--- src/rtl/regfile_writeback_arbiter.sv ---
// WB-stage register file writer: merges single-cycle ALU results with variable-latency
// load responses queued in a small FIFO, and publishes a pending-destination mask.
module regfile_writeback_arbiter #(
  parameter int unsigned LOAD_DEPTH = 4,
  parameter int unsigned CW         = $clog2(LOAD_DEPTH + 1)
) (
  input  logic          clock,
  input  logic          reset_n,
  input  logic          alu_valid,
  input  logic [4:0]    alu_rd,
  input  logic [31:0]   alu_data,
  input  logic          load_valid,
  output logic          load_ready,
  input  logic [4:0]    load_rd,
  input  logic [2:0]    load_funct3,
  input  logic [1:0]    load_offset,
  input  logic [31:0]   load_rdata,
  output logic          write_enable,
  output logic [4:0]    write_addr,
  output logic [31:0]   write_data,
  output logic [31:0]   pending_mask,
  output logic [CW-1:0] load_count,
  output logic          drop_error
);

  localparam int unsigned PW = (LOAD_DEPTH > 1) ? $clog2(LOAD_DEPTH) : 1;

  typedef struct packed {
    logic [4:0]  rd;
    logic [31:0] data;
  } entry_t;

  entry_t          fifo_q [LOAD_DEPTH];
  logic [PW-1:0]   wr_ptr_q, wr_ptr_d;
  logic [PW-1:0]   rd_ptr_q, rd_ptr_d;
  logic [CW-1:0]   count_q, count_d;
  logic            we_q, we_d;
  logic [4:0]      waddr_q, waddr_d;
  logic [31:0]     wdata_q, wdata_d;
  logic            drop_q, drop_d;

  logic            alu_take;
  logic            push;
  logic            pop;
  logic [7:0]      byte_sel;
  logic [15:0]     half_sel;
  logic [31:0]     load_fmt;
  logic [PW-1:0]   rel;

  assign load_ready = (count_q < CW'(LOAD_DEPTH));
  assign alu_take   = alu_valid && (alu_rd != 5'd0);
  // Loads to x0 complete the handshake but are never stored.
  assign push       = load_valid && load_ready && (load_rd != 5'd0);
  assign pop        = !alu_take && (count_q != '0);

  always_comb begin
    byte_sel = load_rdata[7:0];
    unique case (load_offset)
      2'd0: byte_sel = load_rdata[7:0];
      2'd1: byte_sel = load_rdata[15:8];
      2'd2: byte_sel = load_rdata[23:16];
      2'd3: byte_sel = load_rdata[31:24];
      default: byte_sel = load_rdata[7:0];
    endcase
    half_sel = load_offset[1] ? load_rdata[31:16] : load_rdata[15:0];
    case (load_funct3)
      3'b000:  load_fmt = {{24{byte_sel[7]}}, byte_sel};
      3'b001:  load_fmt = {{16{half_sel[15]}}, half_sel};
      3'b100:  load_fmt = {24'd0, byte_sel};
      3'b101:  load_fmt = {16'd0, half_sel};
      default: load_fmt = load_rdata;
    endcase
  end

  always_comb begin
    wr_ptr_d = wr_ptr_q;
    rd_ptr_d = rd_ptr_q;
    count_d  = count_q;
    we_d     = 1'b0;
    waddr_d  = waddr_q;
    wdata_d  = wdata_q;
    drop_d   = drop_q | (load_valid & ~load_ready);

    if (alu_take) begin
      we_d    = 1'b1;
      waddr_d = alu_rd;
      wdata_d = alu_data;
    end else if (pop) begin
      we_d     = 1'b1;
      waddr_d  = fifo_q[rd_ptr_q].rd;
      wdata_d  = fifo_q[rd_ptr_q].data;
      rd_ptr_d = rd_ptr_q + PW'(1);
    end

    if (push) begin
      wr_ptr_d = wr_ptr_q + PW'(1);
    end

    case ({push, pop})
      2'b10:   count_d = count_q + CW'(1);
      2'b01:   count_d = count_q - CW'(1);
      default: count_d = count_q;
    endcase
  end

  always_ff @(posedge clock or negedge reset_n) begin
    if (!reset_n) begin
      wr_ptr_q <= '0;
      rd_ptr_q <= '0;
      count_q  <= '0;
      we_q     <= 1'b0;
      waddr_q  <= '0;
      wdata_q  <= '0;
      drop_q   <= 1'b0;
    end else begin
      wr_ptr_q <= wr_ptr_d;
      rd_ptr_q <= rd_ptr_d;
      count_q  <= count_d;
      we_q     <= we_d;
      waddr_q  <= waddr_d;
      wdata_q  <= wdata_d;
      drop_q   <= drop_d;
    end
  end

  // Storage needs no reset: validity is tracked by the pointers and count.
  always_ff @(posedge clock) begin
    if (push) begin
      fifo_q[wr_ptr_q] <= '{rd: load_rd, data: load_fmt};
    end
  end

  always_comb begin
    pending_mask = '0;
    rel          = '0;
    for (int unsigned i = 0; i < LOAD_DEPTH; i++) begin
      rel = PW'(i) - rd_ptr_q;
      if (CW'(rel) < count_q) begin
        pending_mask[fifo_q[i].rd] = 1'b1;
      end
    end
    if (we_q) begin
      pending_mask[waddr_q] = 1'b1;
    end
    pending_mask[0] = 1'b0;
  end

  assign write_enable = we_q;
  assign write_addr   = waddr_q;
  assign write_data   = wdata_q;
  assign load_count   = count_q;
  assign drop_error   = drop_q;

endmodule

--- config.mk ---
export PLATFORM = sky130hd
export DESIGN_NAME = regfile_writeback_arbiter
export DESIGN_NICKNAME = d
export VERILOG_FILES = /design/src/rtl/regfile_writeback_arbiter.sv
export SDC_FILE = /design/constraint.sdc
export NUM_CORES = 1
export LEC_CHECK = 0
export ABC_AREA = 1
export CAP_MARGIN = 20
export CORE_UTILIZATION = 25
export DETAILED_ROUTE_END_ITERATION = 12
export SLEW_MARGIN = 20
export SYNTH_ARGS = -nofsm -noshare
export SYNTH_HDL_FRONTEND = slang
export SYNTH_SLANG_ARGS = --single-unit
--- constraint.sdc ---
create_clock -name clock -period 2.7 [get_ports clock]
set_input_delay 0.405 -clock clock [delete_from_list [all_inputs] [get_ports clock]]
set_output_delay 0.405 -clock clock [all_outputs]
set_load 0.05 [all_outputs]
### Yosys cells after proc, flatten, opt, wreduce, memory -nomap -nowiden

Memories as Yosys holds them, arrays and structs flattened.
Cells that the tools add are included.

| cells by class | value |
|---|---|
| mux-type cells | 27 |
| add/sub/neg operators | 8 |
| magnitude comparators | 15 |
| equal/unequal tests | 8 |
| bitwise operators | 8 |
| reductions and logical operators | 18 |

Operators with widths:

| kind | number |
|---|---|
| $mux 32 | 7 |
| $or 32x32->32 | 4 |
| $pmux 32 s4 | 1 |
| $pmux 8 s4 | 1 |
| $lt 5x6->1 const B | 5 |
| $demux 1 s5 | 5 |
| $ge 5x1->1 const B | 5 |
| $mux 16 | 1 |
| $lt 2x3->1 | 4 |
| $mux 5 | 2 |
| $reduce_bool 5->1 | 2 |
| $logic_and 1x1->1 | 9 |
| $mux 1 | 9 |
| $eq 2x2->1 const B | 3 |
| $eq 3x3->1 const B | 2 |
| $pmux 3 s2 | 1 |
| $add 2x1->2 const B | 2 |
| $eq 2x1->1 const B | 2 |
| $reduce_bool 2->1 | 2 |
| $sub 1x2->2 const A | 2 |
| $sub 2x2->2 const A | 2 |
| $add 3x1->3 const B | 1 |
| $eq 3x1->1 const B | 1 |
| $logic_not 3->1 | 1 |
| 9 further kinds | 10 |

| storage, ports and cells | value |
|---|---|
| output and inout port bits | 75 |
| RAM bits | 148 |
| word-level logic and storage cells | 92 |
| memories kept | 1 |
| register bits after elaboration | 46 |

Memories:

| name | depth | bits a word | read ports | clocked after memory_dff | write ports | RTL line | text |
|---|---|---|---|---|---|---|---|
| fifo_q | 4 | 37 | 5 | 0 | 1 | 33 | `entry_t fifo_q [LOAD_DEPTH];` |

### Depth between registers and ports, before layout

Gate-level depths: netlist of the first run.
An unclocked memory read counts as a cell.

| depth | value |
|---|---|
| word-level depth | 14 |
| mapped depth | 13 |
| mapped depth without buffers | 11 |

### Worst setup path after synthesis of the first run

No wires, ideal clock.

| timing | value |
|---|---|
| path type | reg-to-reg |
| start | reg count_q[2], in the netlist load_count[2] |
| end | mem fifo_q[0][0] in the netlist's numbering, enable pin |
| setup slack | -0.585 ns |
| required time | 2.269 ns |
| cell stages (with the launch flop) | 4 |
| clock period less this slack | 3.285 ns |
| data arrival time | 2.854 ns |
| cell sequence | dfrtp_1 > inv_2 > nand3_1 > nor2_1 |

| on the way | value |
|---|---|
| word-level cells in the longest chain between the ends | 5 |

Ends and longest elaborated chain:

| what | RTL line | text |
|---|---|---|
| from (decl) | 36 | `logic [CW-1:0] count_q, count_d;` |
| from (signal assigned) | 118 | `count_q <= count_d;` |
| $lt 3x3->1 | 50 | `assign load_ready = (count_q < CW'(LOAD_DEPTH));` |
| named net load_ready | 13 | `output logic load_ready,` |
| $logic_and 1x1->1 (2 in series) | 53 | `assign push = load_valid && load_ready && (load_rd != 5'd0);` |
| $mux 1 | 128 | `if (push) begin` |
| $mux 1 (implied by the code) | 129 | `fifo_q[wr_ptr_q] <= '{rd: load_rd, data: load_fmt};` |
| to (decl) | 33 |  |

The timed path passes the listed nets, and every way through them passes these cells.

### Worst setup path after layout of the first run

| timing | value |
|---|---|
| start | reg rd_ptr_q[1] |
| end | out pending_mask[8] |

| on the way | value |
|---|---|
| word-level cells in the longest chain between the ends | 11 |

Ends and longest elaborated chain:

| what | RTL line | text |
|---|---|---|
| from (decl) | 35 | `logic [PW-1:0] rd_ptr_q, rd_ptr_d;` |
| from (signal assigned) | 117 | `rd_ptr_q <= rd_ptr_d;` |
| $sub 1x2->2 | 137 | `rel = PW'(i) - rd_ptr_q;` |
| $lt 2x3->1 | 138 | `if (CW'(rel) < count_q) begin` |
| $mux 32 | 138 |  |
| $or 32x32->32 (no line) | -- |  |
| $mux 32 | 138 |  |
| $or 32x32->32 (no line) | -- |  |
| $mux 32 | 138 |  |
| $or 32x32->32 (no line) | -- |  |
| $mux 32 * | 138 |  |
| $or 32x32->32 (no line) | -- |  |
| $mux 32 * | 142 | `if (we_q) begin` |
| to (decl) | 21 | `output logic [31:0] pending_mask,` |

Mark *: on every way between the ends. The rest lies on a longest branch, timed or not.

==> summary.md, run 1 <==
| Metric | Value |
|---|---|
| Status | finished, violations left |
| Failing checks | setup timing |
| Average wire per cell in the routed design | 17.36 microns |
| CTS H-tree depth | 4 |
| Initial cell density of the core | between 20 and 30% |
| Switching component of the power | approximately 7000 uW |
| Synth Net Count | ~1,500 |
| # port buffers | approximately 160 |
| Unrepaired setup endpoints after global routing | true |
| Placeable core region | ~42,000 sq um |
| Setup slack after layout | -0.1488 ns |
| Number of library cell types mapped by synthesis | 29 |
| Data arrival time of the critical path | 2.44 ns |
| Placer's final routability congestion estimate | approximately 0.9 |
| R2R setup slack | about 0.66 ns |
| Clock transition at the registers of the reported paths | about 0.080 ns |
| Buffering stage count on the worst path with inverters included | 5 |
| Number of violations of the max-capacitance limit | 0 |
| Achievable Freq | 0.3510 GHz |
| Remaining antenna violation count | 0 |
| Post-layout net count | approximately 1,600 |
| Total power draw | about 15,000 uW |
| Slowest library cell on the worst path | dfrtp_2 |
| DR iter-0 viols | around 730 |
| Top Family by Delay on Critical Path | buffers and inverters |
| Total routed wirelength | approximately 36 mm |
| Delay contributed by the slowest stage of the critical path | 0.44 ns |
| Detailed-placement wirelength estimate | approximately 26 mm |
| Kind of critical path | reg2out |
| Transition time at the pin with the least slew margin | just under 0.9 ns |
| DRC viols | 0 |
| Root Buffer Master | clkbuf_16 |
| Worst reg2reg endpoint | load_count[2] |
| Number of global-route vias before repair | 9,396 |
| Die width | around 210 microns |
| Fraction of layout cells with a size suffix above 1 | ~15% |
| IR drop worst, VDD | a little over 500 uV |
| Power density over the cells | between 1000 and 1500 nW/um^2 |
| Cell internal pwr | ~8400 uW |
| Critical R2R Launch | load_count[2] |
| Total count of hold-check failures in the final report | 0 |
| Total congestion overflow | 0 |
| Switching Fraction | a little under half |
| Length of the first detailed-routing pass in iterations | 7 |
| Final setup skew | 0.01375 ns |
| Synthesis-to-layout area growth | 36.71% |
| Vias per Instance | between 4 and 5 |
| Total Die Area | ~43,000 sq um |
| Die H | around 210 microns |
| Mapped Cells | approximately 1,400 |
| Data required time of the worst path | approximately 2.3 ns |
| Portion of the post-synthesis area used by sequential elements | approximately 53% |
| Share of the clock period used by the worst path | 105.5% |
| Critical Path, Cell by Cell | xnor2_2 -> buf_4 -> ha_4 -> inv_2 -> nor2_1 -> nand2_1 -> nand2_4 -> buf_12 -> buf_16 -> nor2_1 -> nor2_1 -> nand2_1 -> buf_12 |
| Type of element launching the critical path | flop |
| Cell leakage power | approximately 0.0063 uW |
| Clock insertion delay at the later pin of the skew report | roughly 0.44 ns |
| Endpoint of the worst setup timing path | pending_mask[8] |
| Pin count of the biggest net entering global routing | just under 80 |
| Inserted Diodes | 0 |
| Deepest clock path buffer count | 2 |
| Global-route wire length before repair | ~56 mm |
| Final-report max-slew violation count | 0 |
| Minimum clock period after layout | 2.849 ns |
| Standard-cell rows | 75 |
| I/O pin count | between 150 and 200 |
| Syn Std Cell Area | approximately 11,000 sq um |
| Flip-flop and latch count after synthesis | about 190 |
| GRT Total Usage | between 10% and 20% |
| Via count | slightly below 10,000 |
| Start point of the critical path | rd_ptr_q[1] |
| Endpoints failing setup | 31 |
| Worst-case reg-to-reg path depth | 11 |
| Cell seen most often among critical-path stages | nor2_1 |
| Placement Setup Slack | between 0.06 and 0.07 ns |
| Remaining max-slew budget at the tightest pin | between 30 and 40% |
| Initial antenna violation count | 0 |
| Synthesized area per cell | 7.753 sq um |
| Share of power burned in combinational logic | 56.5% |
| Setup crit end kind | primary output |
| Biggest fanout along the worst timing path | 8 |
| Fraction of power consumed by sequential logic | a little over a quarter |
| WP depth | 13 |
| Clock tree sinks | just under 200 |
| Number of clock buffers inserted by TritonCTS | 17 |
| Clk pwr share | approximately 16% |
| Class of the worst hold path | in2async |
| Clock tree from TritonCTS | built |
| Number of buffers inserted by hold repair at cts | 0 |
| Number of warnings issued by yosys | 0 |
==> logic make-up after synthesis <==
| logic type | synth area share, % |
|---|---|
| XOR/XNOR | 0.3309 |
| AO/OA/AOI/OAI | 3.840 |
| other | 0.03541 |
| AND/OR/NAND/NOR | 36.07 |
| flip-flops | 52.84 |
| buffers and inverters | 5.636 |
| adder cells (fa/ha/maj) | 1.252 |
==> metrics by stage <==
step | hold WS, ns | cell area [sq um] | std cells | TNS, ns | util, %
finish | 0.07901 | 14480 | 2097 | -3.128 | 34.59
CTS | 0.1225 | 14380 | 2095 | -2.853 | 34.36
global route | 0.1215 | 14480 | 2097 | -6.738 | 34.59
global placement | 0.4893 | 13400 | 2052 | 0 | 32.01
floorplan | 0.1094 | 10590 | 1366 | -86.61 | -
detailed placement | 0.4838 | 13400 | 2052 | 0 | 32.01
==> power by group through the flow <==
| stage | Clock [uW] | Sequential, uW | Combinational, uW |
|---|---|---|---|
| 6_report | 2460 | 4200 | 8670 |
| 5_1_grt | 2650 | 4280 | 9330 |
| 4_1_cts | 2530 | 4200 | 8530 |
| 3_5_place_dp | 0 | 4260 | 7490 |
| 3_3_place_gp | 0 | 4240 | 7480 |
| 2_1_floorplan | 0 | 5100 | 3600 |
==> layout make-up <==
type / instances / area [sq um]
tap: 539 / 674.4
timing repair buffer: 220 / 2590
clock buffer: 20 / 456.7
clock inverter: 12 / 108.9
sequential: 194 / 5598
fill: 4349 / 27380
inverter: 84 / 315.3
multi-input combinational: 1028 / 4735
==> worst min path at each step <==
| stage | from | to | cells past startpoint |
|---|---|---|---|
| after floorplan | reset_n | drop_error | 0 |
| after global placement | drop_error | drop_error | 1 |
| after detailed placement | drop_error | drop_error | 1 |
| after CTS | reset_n | write_data[23] | 2 |
| after global routing | reset_n | write_data[23] | 2 |
| final | reset_n | write_data[23] | 2 |
==> placed cells by master (no fill, tap or decap), drive strengths merged <==
cell	netlist	layout
dfrtp	46	46
a21oi	32	32
buf	35	96
nand4	8	8
clkdlybuf4s50	0	124
xnor2	2	2
nand3b	1	1
edfxtp	148	148
a21o	1	1
conb	1	1
ha	9	9
clkinvlp	0	1
fa	1	1
a22oi	13	13
xor2	2	2
clkbuf	25	20
nand2	568	568
and2	3	3
o21ai	26	26
nand3	175	175
nor3	20	20
clkinv	2	3
nor2	166	166
inv	82	92
==> sequential cells by signal (all words and copies together) (netlist names) <==
signal        flops
load_count        3
fifo_q          148
write_enable      1
write_data       32
drop_error        1
write_addr        5
wr_ptr_q          2
rd_ptr_q          2
==> cell usage after synthesis <==
library cell,count,area share (%)
conb_1,1,0.035
nand3_1,175,8.3
fa_1,1,0.19
xnor2_1,2,0.17
inv_2,4,0.14
nor2_1,162,5.7
a21o_1,1,0.071
nand3b_1,1,0.071
ha_1,9,1.1
a22oi_1,13,0.92
and2_1,3,0.18
dfrtp_1,46,11
buf_1,2,0.071
o21ai_1,2,0.095
a21oi_4,1,0.15
o21ai_0,24,1.1
a21oi_1,31,1.5
nand2_2,1,0.059
buf_4,6,0.43
clkinv_1,2,0.071
nand2_1,567,20
nand4_1,8,0.47
buf_2,27,1.3
clkbuf_1,25,0.89
nor3_1,20,0.95
inv_1,78,2.8
nor2_2,4,0.24
edfxtp_1,148,42
xor2_1,2,0.17
==> metal layers <==
layer  global-route usage [%]  routed length, microns
met1                    23.53                   16730
met2                    28.10                   17670
met5                        0                       0
met3                    2.012                    1551
met4                    3.806                     437
==> repair_timing <==
action	CTS	global route
cloned	4	0
pin swaps	12	15
gates resized for setup	76	19
buffers inserted	7	2
endpoints found under the setup margin	31	31
Power figures use the tool's default switching activity.
==> run 2: changes to the inputs <==
--- a/config.mk
+++ b/config.mk
@@ -7,7 +7,8 @@
 export LEC_CHECK = 0
 export ABC_AREA = 1
 export CAP_MARGIN = 20
-export CORE_UTILIZATION = 25
+export CORE_UTILIZATION = 35
+export CTS_CLUSTER_DIAMETER = 120
 export DETAILED_ROUTE_END_ITERATION = 12
 export SLEW_MARGIN = 20
 export SYNTH_ARGS = -nofsm -noshare
==> constraint.sdc (replaced) <==
create_clock -name clock -period 2.7 [get_ports clock]
set_input_delay 0.54 -clock clock [delete_from_list [all_inputs] [get_ports clock]]
set_output_delay 0.54 -clock clock [all_outputs]
set_load 0.05 [all_outputs]
==> run 2 against run 1 <==
The run still ends with setup timing left. Clock skew rose by 0.0043 ns. Wire length fell by 3.9%. Fmax fell by 3.8%. Utilization rose by 14 points. Sequential share of layout area rose by 0.41 points. Non-clock buffer count rose by 8. Setup slack got worse by 0.11 ns. Largest cell class unchanged. Register-to-register slack improved by 0.03 ns.
==> summary.md, run 2 (synthesized netlist as in run 1, its figures left out) <==
| Metric | Value |
|---|---|
| Final setup skew | 0.01801 ns |
| Biggest fanout along the worst timing path | 18 |
| CTS H-tree depth | 4 |
| Total count of hold-check failures in the final report | 0 |
| Initial antenna violation count | 0 |
| Clock insertion delay at the later pin of the skew report | about 0.44 ns |
| Type of element launching the critical path | flop |
| Final-report max-slew violation count | 0 |
| Transition time at the pin with the least slew margin | 0.7578 ns |
| Total area of sequential cells | about 5600 sq um |
| Start point of the critical path | rd_ptr_q[0] |
| IR drop worst, VDD | approximately 630 uV |
| Kind of critical path | reg2out |
| Cell leakage power | roughly 0.0063 uW |
| Average wire per cell in the routed design | roughly 18 microns |
| DR iter-0 viols | around 870 |
| Data required time of the worst path | 2.16 ns |
| Share of power burned in combinational logic | around 56% |
| Minimum clock period after layout | 2.960 ns |
| Die H | roughly 180 microns |
| Global-route wire length before repair | about 53 mm |
| Vias per Instance | 5.085 |
| I/O pin count | 158 |
| Via count | ~10,000 |
| Number of clock buffers inserted by TritonCTS | 17 |
| Deepest clock path buffer count | 2 |
| Inserted Diodes | 0 |
| Power density over the cells | approximately 1100 nW/um^2 |
| Setup slack after layout | -0.2602 ns |
| Post-layout net count | around 1,600 |
| Top Family by Delay on Critical Path | buffers and inverters |
| Data arrival time of the critical path | 2.42 ns |
| Die width | roughly 180 microns |
| Fraction of layout cells with a size suffix above 1 | between 10% and 20% |
| Root Buffer Master | clkbuf_16 |
| Pin count of the biggest net entering global routing | 77 |
| Endpoints failing setup | 31 |
| Switching component of the power | about 7000 uW |
| Critical R2R Launch | load_count[2] |
| GRT Total Usage | between 20% and 30% |
| Clk pwr share | approximately 17% |
| Remaining max-slew budget at the tightest pin | between 40% and 50% |
| Placer's final routability congestion estimate | 0.9193 |
| Remaining antenna violation count | 0 |
| Status | finished, violations left |
| Total Die Area | roughly 31,000 sq um |
| # port buffers | between 150 and 200 |
| Standard-cell rows | 63 |
| Number of violations of the max-capacitance limit | 0 |
| DRC viols | 0 |
| Accumulated negative setup slack | -5.931 ns |
| Detailed-placement wirelength estimate | 24.84 mm |
| Commonest non-fill, non-tap cells in the layout | 548 x nand2_1, 167 x nand3_1, 148 x edfxtp_1 |
| Clock tree sinks | between 150 and 200 |
| Placeable core region | approximately 30,000 sq um |
| Clock tree from TritonCTS | built |
| Total routed wirelength | 34.98 mm |
| Cell internal pwr | roughly 8100 uW |
| Commonest non-fill, non-tap cell in the layout | nand2_1 |
| Synthesis-to-layout area growth | 35.28% |
| Multi-input logic area | 4760 sq um |
| Clock transition at the registers of the reported paths | around 0.08 ns |
| Placement Setup Slack | -0.06868 ns |
| Setup crit end kind | primary output |
| Fillers | roughly 2,800 |
| Failing checks | setup timing |
| Largest register FFs | between 100 and 150 |
| Delay contributed by the slowest stage of the critical path | around 0.43 ns |
| Initial cell density of the core | a little over a third |
| Unrepaired setup endpoints after global routing | true |
| Number of global-route vias before repair | approximately 9,300 |
| Buffering stage count on the worst path with inverters included | 5 |
| Total congestion overflow | 0 |
| Length of the first detailed-routing pass in iterations | 5 |
| Critical Path, Cell by Cell | xnor2_2 -> inv_1 -> ha_1 -> inv_1 -> nor2_2 -> buf_4 -> a21oi_4 -> buf_12 -> nand2_1 -> nand2_1 -> nor2_2 -> nand2_2 -> buf_12 |
| Fraction of power consumed by sequential logic | between 20% and 30% |
| Class of the worst hold path | in2async |
| Largest register by flop count | fifo_q |
| Switching Fraction | about 47% |
| Slowest library cell on the worst path | dfrtp_2 |
| Achievable Freq | ~0.34 GHz |
| Share of the clock period used by the worst path | 109.6% |
[run 2: cell count changes in the layout (fill, tap and decap cells not counted), moves of 5 or more]
cell     change
a21oi_1     +10
a21oi_2     -11
buf_4       +11
nand2_1      +7
nand2_2      -7
nor2_1       -7
nor2_4       +9
o21ai_0      -5
[run 2: final timing paths]
| path | endpoint | slack [ns] | cells past startpoint |
|---|---|---|---|
| max in group asynchronous | write_data[21] | 1.90 | 2 |
| hold / removal | write_addr[3] | 0.16 | 1 |
| min in group clock | drop_error | 0.47 | 1 |
| hold reg to reg | drop_error | 0.47 | 1 |
| setup reg to reg | load_count[2] | 0.69 | 11 |
| setup / recovery | pending_mask[24] | -0.26 | 13 |
[run 2: metrics by stage]
step / hold WS (ns) / instances / power, uW / utilization (%) / area, sq um
3_5_place_dp: 0.4573 / 1916 / 11900 / 44.84 / 13330
5_1_grt: 0.1950 / 1956 / 15900 / 48.21 / 14330
3_3_place_gp: 0.4406 / 1916 / 11860 / 44.84 / 13330
2_1_floorplan: 0.2444 / 1366 / 8714 / - / 10620
6_report: 0.1637 / 1956 / 15070 / 48.21 / 14330
4_1_cts: 0.1815 / 1952 / 14720 / 47.46 / 14100
[run 2: repair_timing]
item	CTS	global route
hold buffers	0	0
gates resized for setup	47	47
pin swaps	9	22
setup buffers	3	5
endpoints found under the hold margin	0	0
gates cloned	1	2
setup endpoints to repair	31	31
[run 2: layout make-up]
class,count,area share [%]
Tap cell,390,3.406
Clock inverter,15,1.153
Clock buffer,17,2.969
Timing Repair Buffer,228,17.97
Multi-Input combinational cell,1028,33.22
Sequential cell,194,39.07
Inverter,84,2.201
[run 2: power groups by stage]
stage | combinational, uW | clock, uW | sequential [uW]
after floorplan | 3610 | 0 | 5100
after global placement | 7610 | 0 | 4250
after detailed placement | 7630 | 0 | 4270
after CTS | 8010 | 2510 | 4200
after global routing | 9010 | 2630 | 4260
final | 8390 | 2480 | 4200
[run 2: metal layers]
layer  wire length [microns]  track usage, %  vias up
met5                       0               0        -
met4                    1078           8.333        0
met3                    1784           2.842       60
met2                   16370           36.94      339
met1                   15750           31.49     4726
li1                        -               -     4821
==> RTL edit: new RTL, config.mk and constraints of run 1 <==
Set the parameter `LOAD_DEPTH` to 2 (it was 4).
--- a/src/rtl/regfile_writeback_arbiter.sv
+++ b/src/rtl/regfile_writeback_arbiter.sv
@@ -2,5 +2,5 @@
 // load responses queued in a small FIFO, and publishes a pending-destination mask.
 module regfile_writeback_arbiter #(
-  parameter int unsigned LOAD_DEPTH = 4,
+  parameter int unsigned LOAD_DEPTH = 2,
   parameter int unsigned CW         = $clog2(LOAD_DEPTH + 1)
 ) (
Interface: changed (resized load_count); port bits go from 158 to 157. No check against the original RTL was run, so the function may have changed too.
==> RTL edit against run 1 <==
- via count decreased by 41%
- worst setup slack improved by 460 ps
- synthesized area decreased by 41%
- clock skew is 7.5 ps lower
- total power decreased by 42%
- sequential cell count is 77 lower
- clock power down 7%
- register-to-register slack better by 130 ps
- wire length shrank 46%
- final area shrank 40%
- critical endpoint is now pending_mask[9]
- largest cell class unchanged
==> RTL edit: results (changes against run 1) <==
metric,value,unit,change
DP HPWL,13.60,mm,-48%
worst setup margin,307.2,ps,+456.0 ps
routability cong.,0.8586,,-4.7%
Worst path max stage delay,600,ps,+160 ps
Synth area leaders,"edfxtp_1 (36%), dfrtp_1 (17%), nand2_1 (17%)",,
layout cells sized above 1,0.1054,,-0.04026
Worst R2R End,write_data[13],,
Setup crit start,load_count[0],,
postcts setup bufs,0,,-7
"EDFF count, synth",74,,-50%
post_cts resized,0,,-100%
"Net Count, Synth",841,,-42%
drt total wl,19.54,mm,-46%
GR Layer Usage met3,0.02597,,+0.005853
status,finished clean,,
worst vdd ir,0.4536,mV,-12%
number of flip-flops in the largest register,74,,-50%
"slowest stage cell, crit path",dfrtp_1,,
clock slew at reported path FFs,60,ps,-20 ps
final setup fails,0,,-100%
vias per inst,4.674,,+0.15%
I/O Buffers,155,,-0.64%
Worst EP arrival,1990,ps,-450 ps
pre-CTS setup slack,433.4,ps,+365.7 ps
"Seq/Total Area, Yosys",0.5304,,+0.002027
worst reg2reg path depth,5,,-6
GR Layer Usage met2,0.2426,,-0.03840
worst-margin pin slew,810.7,ps,-82.68 ps
placed instance area,0.008054,mm²,-40%
number of global-route vias before repair,5510,,-41%
clk_lat worst skew,410,ps,-30 ps
ys async rst share,0.3675,,+0.1304
iteration count of the initial detailed-routing pass,6,,-1
Commonest cells post-synth,"nand2_1 (284), nand3_1 (152), edfxtp_1 (74), dfrtp_1 (43), a21oi_1 (38)",,
post-synthesis cell type count,31,,+6.9%
Final Skew,6.211,ps,-7.542 ps
GRT Total Usage,0.1539,,-0.01546
RTL edit: worst max-delay path by stage:
stage,to,cells after the start
6_report,pending_mask[9],5
3_3_place_gp,fifo_q[0][19],9
5_1_grt,pending_mask[24],5
4_1_cts,load_ready,2
3_5_place_dp,fifo_q[1][19],9
2_1_floorplan,fifo_q[0][0],3
RTL edit: power breakdown:
group	switching (µW)	leakage, µW	total, µW	internal, µW
Clock	835	0.000289	2280	1440
Combinational	2780	0.00212	3970	1190
Sequential	320	0.00120	2720	2400
Total	3930	0.00361	8960	5030
RTL edit: cell type report:
class	instances	area, µm²
flip-flops and latches	117	3298
clock inverters	12	143.9
clock buffers	20	466.7
fillers	2509	15730
inverters	31	118.9
repair buffers	169	1624
multi-input cells	571	2608
well taps	324	405.4
RTL edit: logic make-up (layout without fill, tap and decap cells):
family,after synthesis,after routing,share of synthesized area
simple gates,506,506,0.3527
flops,117,117,0.5304
buf+inv,69,232,0.05272
compound gates,61,61,0.05875
xor+xnor,2,2,0.002817
fa+ha+maj,1,1,0.002012
other cells,1,1,0.0006030
RTL edit: through the flow:
stage	instances	hold WS, ps
after floorplan	757	109.4
after global placement	1212	438.8
after detailed placement	1212	451.2
after CTS	1244	114.4
after global routing	1244	127.2
final	1244	82.13
RTL edit: routing by layer:
layer | part of all wire | vias up | wire (µm)
met1 | 0.47 | 2771 | 9211
li1 | - | 2857 | -
met5 | 0 | - | 0
met2 | 0.47 | 177 | 9198
met4 | 0.0075 | 0 | 147
met3 | 0.050 | 9 | 983
